## src/rtl/shared_reg_arbiter.sv

```systemverilog
// shared_reg_arbiter: four requesters compete round-robin for a single shared
// data register. A winner is granted, its write slice is loaded into q one
// cycle later, and the grant is held until the owner drops its request or the
// hold limit expires. A forced release is flagged by a one-cycle timeout pulse.
//
// Ports:
//   clk      in   single clock, rising edge
//   rst      in   synchronous active-high reset
//   req      in   [3:0] request line per requester
//   wr_data  in   [4*WIDTH-1:0] packed write data, requester i at [i*WIDTH +: WIDTH]
//   grant    out  [3:0] one-hot grant to the current owner, zero when idle
//   owner    out  [1:0] index of the current or most recent owner
//   ack      out  owner's data is held in q
//   q        out  [WIDTH-1:0] shared register contents
//   busy     out  FSM is not idle
//   timeout  out  one-cycle pulse on forced release
module shared_reg_arbiter #(
    parameter int unsigned WIDTH   = 8,
    parameter int unsigned TIMEOUT = 15
) (
    input  logic                 clk,
    input  logic                 rst,
    input  logic [3:0]           req,
    input  logic [4*WIDTH-1:0]   wr_data,
    output logic [3:0]           grant,
    output logic [1:0]           owner,
    output logic                 ack,
    output logic [WIDTH-1:0]     q,
    output logic                 busy,
    output logic                 timeout
);

    localparam int unsigned NREQ  = 4;
    localparam int unsigned CNT_W = 8;

    typedef enum logic [1:0] {
        S_IDLE = 2'd0,
        S_LOAD = 2'd1,
        S_WAIT = 2'd2
    } state_t;

    state_t             r_state;
    logic [3:0]         r_grant;
    logic [1:0]         r_owner;
    logic [1:0]         r_last;
    logic               r_ack;
    logic [WIDTH-1:0]   r_q;
    logic               r_busy;
    logic               r_timeout;
    logic [CNT_W-1:0]   r_cnt;

    state_t             w_state_nxt;
    logic [3:0]         w_grant_nxt;
    logic [1:0]         w_owner_nxt;
    logic [1:0]         w_last_nxt;
    logic               w_ack_nxt;
    logic [WIDTH-1:0]   w_q_nxt;
    logic               w_busy_nxt;
    logic               w_timeout_nxt;
    logic [CNT_W-1:0]   w_cnt_nxt;

    logic [1:0]         w_winner;
    logic [1:0]         w_idx;
    logic [WIDTH-1:0]   w_slice;
    logic               w_release;

    // Round-robin pick starting after the last owner; scanning from the far
    // end lets the nearest requesting index overwrite the result last.
    always_comb begin
        w_winner = r_last;
        w_idx    = r_last;
        for (int i = NREQ; i >= 1; i--) begin
            w_idx = r_last + 2'(i);
            if (req[w_idx]) begin
                w_winner = w_idx;
            end
        end
    end

    assign w_slice   = wr_data[r_owner*WIDTH +: WIDTH];
    assign w_release = !req[r_owner] || (r_cnt == CNT_W'(TIMEOUT - 1));

    // Next-state and next-output logic.
    always_comb begin
        w_state_nxt   = r_state;
        w_grant_nxt   = r_grant;
        w_owner_nxt   = r_owner;
        w_last_nxt    = r_last;
        w_ack_nxt     = r_ack;
        w_q_nxt       = r_q;
        w_busy_nxt    = r_busy;
        w_timeout_nxt = 1'b0;
        w_cnt_nxt     = r_cnt;

        case (r_state)
            S_IDLE: begin
                if (req != 4'b0000) begin
                    w_grant_nxt = 4'(1) << w_winner;
                    w_owner_nxt = w_winner;
                    w_busy_nxt  = 1'b1;
                    w_state_nxt = S_LOAD;
                end
            end
            // LOAD completes unconditionally, even if the request drops.
            S_LOAD: begin
                w_q_nxt     = w_slice;
                w_ack_nxt   = 1'b1;
                w_cnt_nxt   = '0;
                w_state_nxt = S_WAIT;
            end
            S_WAIT: begin
                if (w_release) begin
                    w_grant_nxt   = 4'b0000;
                    w_ack_nxt     = 1'b0;
                    w_busy_nxt    = 1'b0;
                    w_last_nxt    = r_owner;
                    // Still requesting at release means the hold limit forced it.
                    w_timeout_nxt = req[r_owner];
                    w_state_nxt   = S_IDLE;
                end else begin
                    w_cnt_nxt = r_cnt + CNT_W'(1);
                end
            end
            default: begin
                w_state_nxt = S_IDLE;
            end
        endcase
    end

    // State and output registers; last resets to 3 so requester 0 wins first.
    always_ff @(posedge clk) begin
        if (rst) begin
            r_state   <= S_IDLE;
            r_grant   <= 4'b0000;
            r_owner   <= 2'd0;
            r_last    <= 2'd3;
            r_ack     <= 1'b0;
            r_q       <= '0;
            r_busy    <= 1'b0;
            r_timeout <= 1'b0;
            r_cnt     <= '0;
        end else begin
            r_state   <= w_state_nxt;
            r_grant   <= w_grant_nxt;
            r_owner   <= w_owner_nxt;
            r_last    <= w_last_nxt;
            r_ack     <= w_ack_nxt;
            r_q       <= w_q_nxt;
            r_busy    <= w_busy_nxt;
            r_timeout <= w_timeout_nxt;
            r_cnt     <= w_cnt_nxt;
        end
    end

    assign grant   = r_grant;
    assign owner   = r_owner;
    assign ack     = r_ack;
    assign q       = r_q;
    assign busy    = r_busy;
    assign timeout = r_timeout;

endmodule
```

## config.mk

```make
export PLATFORM = sky130hd
export DESIGN_NAME = shared_reg_arbiter
export DESIGN_NICKNAME = d
export VERILOG_FILES = /design/src/rtl/shared_reg_arbiter.sv
export SDC_FILE = /design/constraint.sdc
export NUM_CORES = 1
export LEC_CHECK = 0
export CAP_MARGIN = 20
export CELL_PAD_IN_SITES_DETAIL_PLACEMENT = 0
export CELL_PAD_IN_SITES_GLOBAL_PLACEMENT = 2
export CORE_ASPECT_RATIO = 1.2
export CORE_MARGIN = 2
export CORE_UTILIZATION = 27
export DETAILED_ROUTE_END_ITERATION = 6
export MAX_ROUTING_LAYER = met4
export PLACE_DENSITY = 0.89
export SETUP_SLACK_MARGIN = 0.05
export SYNTH_ARGS = -nofsm -noshare
export SYNTH_HDL_FRONTEND = slang
export SYNTH_SLANG_ARGS = --single-unit
```

## constraint.sdc

```tcl
create_clock -name clk -period 3.6 [get_ports clk]
set_input_delay 0.72 -clock clk [delete_from_list [all_inputs] [get_ports clk]]
set_output_delay 0.72 -clock clk [all_outputs]
set_load 0.005 [all_outputs]
```

Word-level counts from Yosys, hierarchy flattened
Index checks and enable logic that the tools add are counted.

Bits in registers: 29. Bits of input ports: 38. Word-level logic and storage cells: 63.

Add/subtract/negate cells: 4. Magnitude comparators: 4. Eq/ne operators: 6. Shift operators: 2. Muxes and demuxes: 23. Bitwise logic cells: 2. Reductions and logical operators: 13.

Operator list (count): $shiftx A32 B6 Y8 (1); $pmux W8 S2 (1); $lt A2 B3 Y1 const B (4); $mux W2 (5); $reduce_and A2 Y1 (5); $add A8 B1 Y8 const B (1); $bmux W1 S2 (4); $eq A8 B4 Y1 const B (1); $mux W4 (2); $mux W8 (1); $pmux W4 S2 (1); $mux W1 (6); $ne A2 B2 Y1 const B (3); $pmux W2 S3 (1); $add A2 B2 Y2 const B (2); $pmux W1 S2 (2); $reduce_bool A2 Y1 (2); $reduce_bool A4 Y1 (1); $shl A1 B2 Y4 const A (1); $reduce_and A3 Y1 (1); $reduce_or A3 Y1 (1); $add A2 B1 Y2 const B (1); $eq A2 B1 Y1 const B (1); $eq A2 B2 Y1 const B (1); 4 further kinds (5).

Depth between registers and ports, before layout
Depth after elaboration: 9. Gate-level depth with buffers: 7.

Worst setup path after synthesis
Ideal clock, no wire load.

Path type: input -> register. Start point: input port req[3]. End point: register r_cnt[0]. Library setup time: 87 ps. Arrival time: 1903 ps. Data required time: 3513 ps. Setup slack: 1610 ps. Stages on the path: 4. Path buffers: 0. Path through: mux4_2 o211a_2 or4_1 o31ai_1.

Cells in the longest elaborated chain, start to end: 6.

Ends and longest elaborated chain: start: declaration (line 23) `input logic [3:0] req,`; $bmux W1 S2 (line 81) `assign w_release = !req[r_owner] || (r_cnt == CNT_W'(TIMEOUT - 1));`; $mux W1 (not written as such) (line 81); $logic_not A1 Y1 (line 81); $logic_or A1 B1 Y1 (line 81); $ne A2 B2 Y1 (no source line); $reduce_and A2 Y1 (no source line); end signal: assignment (line 151) `r_cnt <= w_cnt_nxt;`; end: declaration (line 50) `logic [CNT_W-1:0] r_cnt;`.

Every way passes these cells. The select of a mux whose other input is x is not followed. A chain may end at the register's enable or synchronous reset.

Worst setup path in the final report
Start point: input port req[1]. End point: register r_cnt[7].

Same word-level chain as after synthesis.

==> run_results.csv <==
group,metric,value,unit
outcome,run_status,"finished clean",
yosys,synthesis.nets,203,
clock_network,cts_resized,0,
clock_network,cts_tree,"built",
layout,design_area,2170,µm²
min_path,kind_of_path_behind_the_tightest_hold_check,"reg2reg",
drt,vias_per_cell,5.12,
global_routing,grt_start_max_net_pins,21,
layout,multi_input_comb_area,868,µm²
yosys,synth_common_cells,"sky130_fd_sc_hd__dfxtp_1, sky130_fd_sc_hd__nand2_1, sky130_fd_sc_hd__a21oi_1",
die,io_pins,55,
die,core.rowCount,29,
worst_setup_path,timing.critical_path.to_type,"flop",
worst_setup_path,crit_required,3.82,ns
clock_network,cts_max_level,2,
sta,worstMarginPinSlew,0.823,ns
sta,setup-tns-final,0,ns
die,floorplan.core_area,5300,µm²
global_routing,global_route.usage.total,0.139,
place,io_buffer_count,54,
yosys,yosysTopAreaCell,"sky130_fd_sc_hd__dfxtp_1",
die,die_height,85.5,µm
clock_network,hold_buffers,0,
worst_setup_path,crit_type,"in2reg",
yosys,synth_edf_count,0,
yosys,dominantRegCellSynth,"sky130_fd_sc_hd__dfxtp_1",
drt,drtAntennaViolNets,0,
drt,vias,1440,
global_routing,initial_antenna_violation_count,0,
sta,timing.final.max_slew_violations,0,
sta,finalSetupViolCount,0,
layout,fill_cells,547,
drt,firstDrtPassIters,4,
yosys,synth.cell_area,1490,µm²
yosys,post_synthesis_sequential_area_ratio,0.389,
global_routing,number_of_global_route_vias_before_repair,1332,
die,dieWidth,71.9,µm
place,dp_hpwl,3100,µm
sta,fin_skew,0.00554,ns
sta,setup_repair_after_global_routing_missed_its_margin,"false",
yosys,post_synth_main_area_contributors,"sky130_fd_sc_hd__dfxtp_1, sky130_fd_sc_hd__mux4_2, sky130_fd_sc_hd__a21oi_1",
die,initial_utilization,0.282,
die,design.die.area,6140,µm²
yosys,ys_ff_latch,29,
drt,post_dr_wirelength_cell,14.3,µm
sta,min_period_over_period,0.683,
sta,fin_worst_hold_slack,0.452,ns
sta,achievable-frequency,407,MHz
sta,finalHoldViolations,0,
worst_setup_path,timing.critical_path.fanout_max,13,
yosys,yosysWarnings,0,
yosys,synth_cell_type_count,36,
clock_network,clk_latency_worst_skew_pair,0.28,ns
yosys,yosysTopAreaCellShare,0.389,
yosys,async_flop_share,0,
yosys,top_count_cell_post_synth,"sky130_fd_sc_hd__dfxtp_1",
pwr,leakage,0.725,nW
pwr,power_density,380,nW/µm²
layout,area_growth_syn_to_layout,45.6,%
place,place_area,2090,µm²
clock_network,library_cell_used_as_clock_root_buffer,"sky130_fd_sc_hd__clkbuf_8",
clock_network,cts.sinks,29,
clock_network,clk_transition_reported_paths,0.06,ns
place,routability_congestion,0.739,
pwr,ir_worst_vdd,156,µV
flow_run,cap_violations,0,
place,post-place-ws,0.858,ns
drt,remaining_drc_errors,0,
global_routing,grt-ovfl-total,0,
global_routing,wire_length_of_the_first_global_routing_pass,6370,µm
yosys,syn_area_per_cell,9.16,µm²
layout,fraction_of_final_layout_cells_with_drive_strength_greater_than_1,0.0776,
drt,wl,4020,µm
clock_network,clk_path_buf_depth,2,
layout,ff_latch_area,581,µm²
layout,final_nets,258,
worst_setup_path,worst-endpoint-arrival,2.68,ns
layout,diodes,0,
worst_setup_path,start_kind,"input pin",
yosys,synth_cells,163,
sta,relSlewSlack,0.449,
clock_network,numCtsBuffers,5,
clock_network,cts_setup_buffers,0,
drt,detailedRoute.firstIterationViolations,112,
sta,fin_crit,2.46,ns
sta,setup_slack,1.14,ns
-- registers in the layout, summed over array words and instances, names as in the netlist --
signal	flops
r_cnt	8
r_state	2
grant	4
q	8
owner	2
timeout	1
ack	1
r_last	2
busy	1
-- where the power goes --
group	total, W	internal, W	switching (W)
clock	0.000259	0.000137	0.000122
sequential	0.000364	0.000344	0.0000196
combinational	0.000203	0.000122	0.0000811
total	0.000826	0.000603	0.000223
-- cell type report --
class,count,share of cell area
clock buffer,8,0.0368
inverter,3,0.00518
multi-input combinational,123,0.400
sequential,29,0.267
tap,62,0.0357
timing repair buffer,56,0.256
-- cells by family (layout without fill, tap and decap cells) --
logic type | after synthesis | count (layout) | share of synthesized area
buffers and inverters | 11 | 67 | 0.0293
muxes | 10 | 10 | 0.142
and+or+nand+nor | 70 | 70 | 0.243
adders and majority gates | 2 | 2 | 0.0168
AOI/OAI and AO/OA | 41 | 41 | 0.179
DFF | 29 | 29 | 0.389
-- layout by cell type (no fill, tap or decap), types with 5 or more instances in the layout --
master | synthesis | routed
sky130_fd_sc_hd__nand2_1 | 19 | 19
sky130_fd_sc_hd__or3_1 | 5 | 5
sky130_fd_sc_hd__clkdlybuf4s50_1 | 0 | 54
sky130_fd_sc_hd__nand2b_1 | 8 | 8
sky130_fd_sc_hd__o21ai_0 | 5 | 5
sky130_fd_sc_hd__nor2_1 | 10 | 10
sky130_fd_sc_hd__nand3_1 | 9 | 9
sky130_fd_sc_hd__clkbuf_8 | 0 | 5
sky130_fd_sc_hd__a21oi_1 | 15 | 15
sky130_fd_sc_hd__mux4_2 | 9 | 9
sky130_fd_sc_hd__dfxtp_1 | 29 | 29
-- per-layer routing --
metal	vias to the layer above	global-route usage	wire length (µm)
met1	680	0.153	1620
met3	6	0.0404	137
met5	-	-	0
met4	0	0.0532	70
li1	723	-	-
met2	31	0.236	2190
-- final timing paths --
path | from | depth (start not counted) | slack (ns) | to
hold / removal | q[5] | 2 | 0.45 | q[5]
hold reg to reg | q[5] | 2 | 0.45 | q[5]
setup / recovery | req[1] | 5 | 1.14 | r_cnt[7]
setup reg to reg | owner[1] | 4 | 1.43 | r_cnt[7]
-- through the flow --
step	std cells	util	power (W)
6_report	281	0.410	0.000826
5_1_grt	281	0.410	0.000870
4_1_cts	281	0.410	0.000839
3_5_place_dp	273	0.395	0.000578
3_3_place_gp	273	0.395	0.000577
2_1_floorplan	163	-	0.000473
-- critical path: stages --
cell and delay, ns:
sky130_fd_sc_hd__clkdlybuf4s50_1 0.55, sky130_fd_sc_hd__mux4_2 0.32, sky130_fd_sc_hd__o211ai_1 0.34, sky130_fd_sc_hd__or4_1 0.61
sky130_fd_sc_hd__a21boi_1 0.14
Power figures use the tool's default switching activity.
